$ cat config.mk
export PLATFORM = sky130hd
export DESIGN_NAME = ifetch
export DESIGN_NICKNAME = d
export VERILOG_FILES = /design/src/rtl/ifetch.sv
export SDC_FILE = /design/constraint.sdc
export NUM_CORES = 1
export LEC_CHECK = 0
export BUFFER_PORTS_ARGS = -buffer_cell sky130_fd_sc_hd__buf_2
export CAP_MARGIN = 20
export CELL_PAD_IN_SITES_DETAIL_PLACEMENT = 1
export CELL_PAD_IN_SITES_GLOBAL_PLACEMENT = 2
export CORE_MARGIN = 2
export CORE_UTILIZATION = 30
export CTS_BUF_LIST = sky130_fd_sc_hd__clkbuf_4 sky130_fd_sc_hd__clkbuf_8
export CTS_CLUSTER_SIZE = 28
export DETAILED_ROUTE_END_ITERATION = 8
export GPL_TIMING_DRIVEN = 1
export PLACE_DENSITY = 0.76
export SYNTH_ARGS = -nofsm -noshare
export SYNTH_HDL_FRONTEND = slang
export SYNTH_SLANG_ARGS = --single-unit
$ cat constraint.sdc
create_clock -name clk -period 12.27 [get_ports clk]
set_input_delay 2.454 -clock clk [delete_from_list [all_inputs] [get_ports clk]]
set_output_delay 2.454 -clock clk [all_outputs]
set_load 0.02 [all_outputs]
$ cat src/rtl/ifetch.sv
// ifetch -- instruction fetch unit with a two-entry fetched-instruction buffer.
//
// Keeps the fetch PC, issues one instruction-memory request at a time, and
// queues returned words (with their addresses) for decode. A redirect from
// decode flushes the buffer, retargets the PC and discards any response
// that is still in flight.
//
// Ports:
//   clk, rst                    single clock, synchronous active-high reset
//   redirect_valid, redirect_pc taken branch/jump target (low 2 bits ignored)
//   pc                          current fetch PC
//   imem_req, imem_addr         memory request (held stable until granted)
//   imem_gnt                    request accepted when imem_req && imem_gnt
//   imem_rvalid, imem_rdata     read response, at least one cycle after grant
//   id_valid, id_instr, id_pc   head of the fetched-instruction buffer
//   id_ready                    decode consumes head when id_valid && id_ready
module ifetch #(
  parameter logic [31:0] RESET_PC   = 32'h0000_3000,
  parameter int unsigned FIFO_DEPTH = 2
) (
  input  logic        clk,
  input  logic        rst,
  input  logic        redirect_valid,
  input  logic [31:0] redirect_pc,
  output logic [31:0] pc,
  output logic        imem_req,
  output logic [31:0] imem_addr,
  input  logic        imem_gnt,
  input  logic        imem_rvalid,
  input  logic [31:0] imem_rdata,
  output logic        id_valid,
  output logic [31:0] id_instr,
  output logic [31:0] id_pc,
  input  logic        id_ready
);

  localparam logic [1:0] S_REQ  = 2'd0;  // request asserted, awaiting grant
  localparam logic [1:0] S_WAIT = 2'd1;  // granted, awaiting rvalid
  localparam logic [1:0] S_DROP = 2'd2;  // awaiting rvalid to be discarded
  localparam logic [1:0] S_HOLD = 2'd3;  // no request, buffer space insufficient

  // The buffer is two entries, so single-bit pointers suffice.
  localparam logic [1:0] DEPTH = 2'(FIFO_DEPTH);

  logic [1:0]  state;
  logic [1:0]  state_nxt;
  logic [31:0] req_addr;
  logic [31:0] redirect_aligned;
  logic [31:0] fifo_instr [2];
  logic [31:0] fifo_pc    [2];
  logic        wr_ptr;
  logic        rd_ptr;
  logic [1:0]  count;
  logic [1:0]  count_nxt;
  logic        grant;
  logic        push;
  logic        pop;
  logic        space;

  assign redirect_aligned = redirect_pc & ~32'h3;

  assign imem_req  = (state == S_REQ) && !rst;
  assign imem_addr = pc & ~32'h3;
  assign grant     = imem_req && imem_gnt;

  assign id_valid = (count != 2'd0);
  assign id_instr = fifo_instr[rd_ptr];
  assign id_pc    = fifo_pc[rd_ptr];

  // A redirect voids both the decode handshake and any arriving data.
  assign pop  = id_valid && id_ready && !redirect_valid;
  assign push = (state == S_WAIT) && imem_rvalid && !redirect_valid;

  // Occupancy after this edge. Requests are only raised from REQ, and REQ is
  // only entered when this is below the depth, so nothing is outstanding
  // whenever the check is made and the space rule reduces to this compare.
  assign count_nxt = count + {1'b0, push} - {1'b0, pop};
  assign space     = (count_nxt < DEPTH);

  always_comb begin
    state_nxt = state;
    unique case (state)
      S_REQ: begin
        if (redirect_valid)  state_nxt = grant ? S_DROP : S_REQ;
        else if (grant)      state_nxt = S_WAIT;
      end
      S_WAIT: begin
        if (imem_rvalid) begin
          if (redirect_valid) state_nxt = S_REQ;
          else                state_nxt = space ? S_REQ : S_HOLD;
        end else if (redirect_valid) begin
          state_nxt = S_DROP;
        end
      end
      S_DROP: begin
        if (imem_rvalid) state_nxt = S_REQ;
      end
      S_HOLD: begin
        if (redirect_valid || space) state_nxt = S_REQ;
      end
      default: state_nxt = S_REQ;
    endcase
  end

  always_ff @(posedge clk) begin
    if (rst) begin
      state         <= S_REQ;
      pc            <= RESET_PC & ~32'h3;
      req_addr      <= '0;
      count         <= '0;
      wr_ptr        <= 1'b0;
      rd_ptr        <= 1'b0;
      fifo_instr[0] <= '0;
      fifo_instr[1] <= '0;
      fifo_pc[0]    <= '0;
      fifo_pc[1]    <= '0;
    end else begin
      state <= state_nxt;

      if (redirect_valid) pc <= redirect_aligned;
      else if (grant)     pc <= pc + 32'd4;

      if (grant) req_addr <= imem_addr;

      if (redirect_valid) begin
        count  <= '0;
        wr_ptr <= 1'b0;
        rd_ptr <= 1'b0;
      end else begin
        if (push) begin
          fifo_instr[wr_ptr] <= imem_rdata;
          fifo_pc[wr_ptr]    <= req_addr;
          wr_ptr             <= ~wr_ptr;
        end
        if (pop) rd_ptr <= ~rd_ptr;
        count <= count_nxt;
      end
    end
  end

endmodule

==> summary.txt <==
CP Max Fanout: 18
DIE WIDTH: 176.2 µm
IO Port Bufs: 191
Vias/cell: 4.683
CP bufs+invs: 2
Setup TNS: 0 ns
RSZ-0062 raised after global routing: no
Layout cells sized above 1: 33.30%
Fraction of registers with async set or reset after synthesis: 0%
Fin cells: 1330
Clock transition at the registers of the reported paths: 0.11 ns
Crit-path cells: buf_2 -> nor3_1 -> buf_2
Post-route ant nets: 0
Postcts setup bufs: 0
CTS tree: built
Top cell by count, worst path: buf_2
Number of gates resized after CTS: 0
Final Skew: 0.02558 ns
Routed WL per cell: 17.03 µm
DR iter-0 viols: 227
Residual DRC: 0
# setup viols final: 0
Dpl hpwl: 15010 µm
Setup ws final: 6.747 ns
Unique masters post-synth: 62
Largest net degree at the start of global routing: 64
Core Area: 29400 µm²
Placed insts: 1298
Layout Nets: 1000
Slew headroom: 37.41%
Critical-path top delay cell: buf_2
Largest cells by area after synthesis: edfxtp_1 (42%), dfxtp_1 (15%), and2_1 (9.0%)
Skew-Pair Late Insertion Delay: 0.47 ns
# diodes: 0
Post-synth top cells: and2_1 (128), edfxtp_1 (124), nand2_1 (81), dfxtp_1 (67), mux2_2 (62)
DIE HEIGHT: 176.2 µm
Vias in the first global route: 6406
Yosys warns: 0
Mean post-synth cell area: 11.28 µm²
Congestion Overflow GR: 0
Fin crit share: 45.01%
Min cycle time layout: 5.523 ns
Gr usage total: 14.83%
Fin. Hold Viols: 0
Synthesis-to-layout area growth: 16.49%
Worst EP required: 9.82 ns
Die area: 31060 µm²
Startpoint types: primary input
Share of synthesized area occupied by flip-flops and latches: 56.91%
Rows: 63
Hold_buf cts: 0
Status: complete, no violations
Clock sinks: 191
Post-synth top area cell: edfxtp_1
TritonRoute pass-1 iters: 4
Clock root buffer: clkbuf_8
Antenna violations before repair: 0
Pre-CTS WS: 6.745 ns
CP arrival: 3.07 ns
Slew @ Worst Pin: 0.9388 ns
Max Clk Rate: 181.1 MHz
Worst VDD drop: 0.05561 mV
Wire length of the first global-routing pass: 35670 µm
CP max stage delay: 0.36 ns
Slew Limit Fails: 0
Crit. End Element: output pin
CTS Buffer Depth: 2
Top cell type's share of synthesized area: 41.84%
Ys flop type: edfxtp_1
Top Ports: 200
Cell Area, Synth: 8900 µm²
Synth Instances: 789
Post-synthesis register bit count: 191
Power Density: 124.5 nW/µm²
Top-count cell post-synth: and2_1
Via count: 6228
LEAKAGE: 4.073 nW
Final Wtd Congestion: 0.7388
Initial Util: 30.27%
Post-Route WL: 22650 µm
H-tree Lvls: 4
Setup CP Type: in2out
Max-cap violations: 0
Hold crit path type: reg2reg
TritonCTS Buffers: 17
Post-synth EDFFs: 124
CP delay by family, top: buffers and inverters
[worst paths after layout]
kind | from | to | slack [ns] | cells past startpoint
worst min register to register | req_addr[6] | req_addr[6] | 0.47 | 2
worst max register to register | state[0] | fifo_instr[1][24] | 9.20 | 4
worst max-delay path | rst | imem_req | 6.75 | 3
worst min-delay path | req_addr[6] | req_addr[6] | 0.47 | 2
[layout make-up]
class,count,area [µm²]
timing repair buffer,199,1016
fill,3306,19030
sequential,191,5069
multi-input combinational,506,3361
inverter,12,45.04
clock inverter,14,147.6
tap,390,488.0
clock buffer,18,241.5
[flip-flops by register name, summed over array words and instances, names as in the netlist, named ones only]
| signal | flops |
|---|---|
| count | 2 |
| fifo_instr | 64 |
| fifo_pc | 60 |
| pc | 30 |
| rd_ptr | 1 |
| req_addr | 30 |
| state | 2 |
| wr_ptr | 1 |
[layer usage]
layer  vias up  global-route usage [%]  routed length, µm
met5         -                       0                  0
met4         0                   3.960                264
met3        18                   3.402               1156
met2       155                   24.59              10590
met1      3029                   19.50              10640
li1       3026                       -                  -
[metrics by stage]
step           area, µm²  hold slack (ns)  power (mW)  util, %
4_1_cts            10370           0.4697       1.315    35.26
2_1_floorplan       8919           0.4401      0.8411        -
3_3_place_gp        9978           0.4488      0.8855    33.94
5_1_grt            10370           0.4993       1.351    35.26
6_report           10370           0.4683       1.290    35.26
3_5_place_dp        9978           0.4544      0.8884    33.94
[tightest hold or removal path, delay by kind of cell, from the launching register on]
kind / cells / cell delay, ns
compound gates: 1 / 0.05
simple gates: 1 / 0.05
flops: 1 / 0.33
[cells by family (layout without fill, tap and decap cells)]
family,Yosys count,in the layout,share of synthesized area [%]
buffers and inverters,97,243,5.876
AND/OR/NAND/NOR,330,330,20.62
XOR/XNOR,15,15,1.476
other,1,6,0.04214
AO/OA/AOI/OAI,89,89,6.692
flip-flops,191,191,56.91
multiplexers,63,63,7.957
adder cells (fa/ha/maj),3,3,0.4218
[report_power, final]
group          switching, mW  total, mW  internal [mW]
Combinational         0.0875      0.135         0.0471
Clock                  0.249      0.420          0.171
Sequential            0.0259      0.736          0.710
Total                  0.362       1.29          0.928
[placed cells by master, fill, tap and decap left out, drive strengths merged, types with 4 or more instances in the layout]
| master | n |
|---|---|
| and3 | 8 |
| a211oi | 13 |
| and4 | 4 |
| xnor2 | 10 |
| or2 | 6 |
| and2 | 128 |
| clkinv | 4 |
| mux2 | 62 |
| o21ai | 6 |
| nand2 | 81 |
| nand3 | 10 |
| nor2 | 32 |
| a311oi | 7 |
| clkbuf | 18 |
| conb | 6 |
| inv | 20 |
| a21oi | 37 |
| edfxtp | 124 |
| nor4 | 11 |
| xor2 | 5 |
| dfxtp | 67 |
| nand4 | 17 |
| o221ai | 4 |
| nor3 | 13 |
| buf | 199 |
Note: power is estimated with default switching activity, not from simulation.
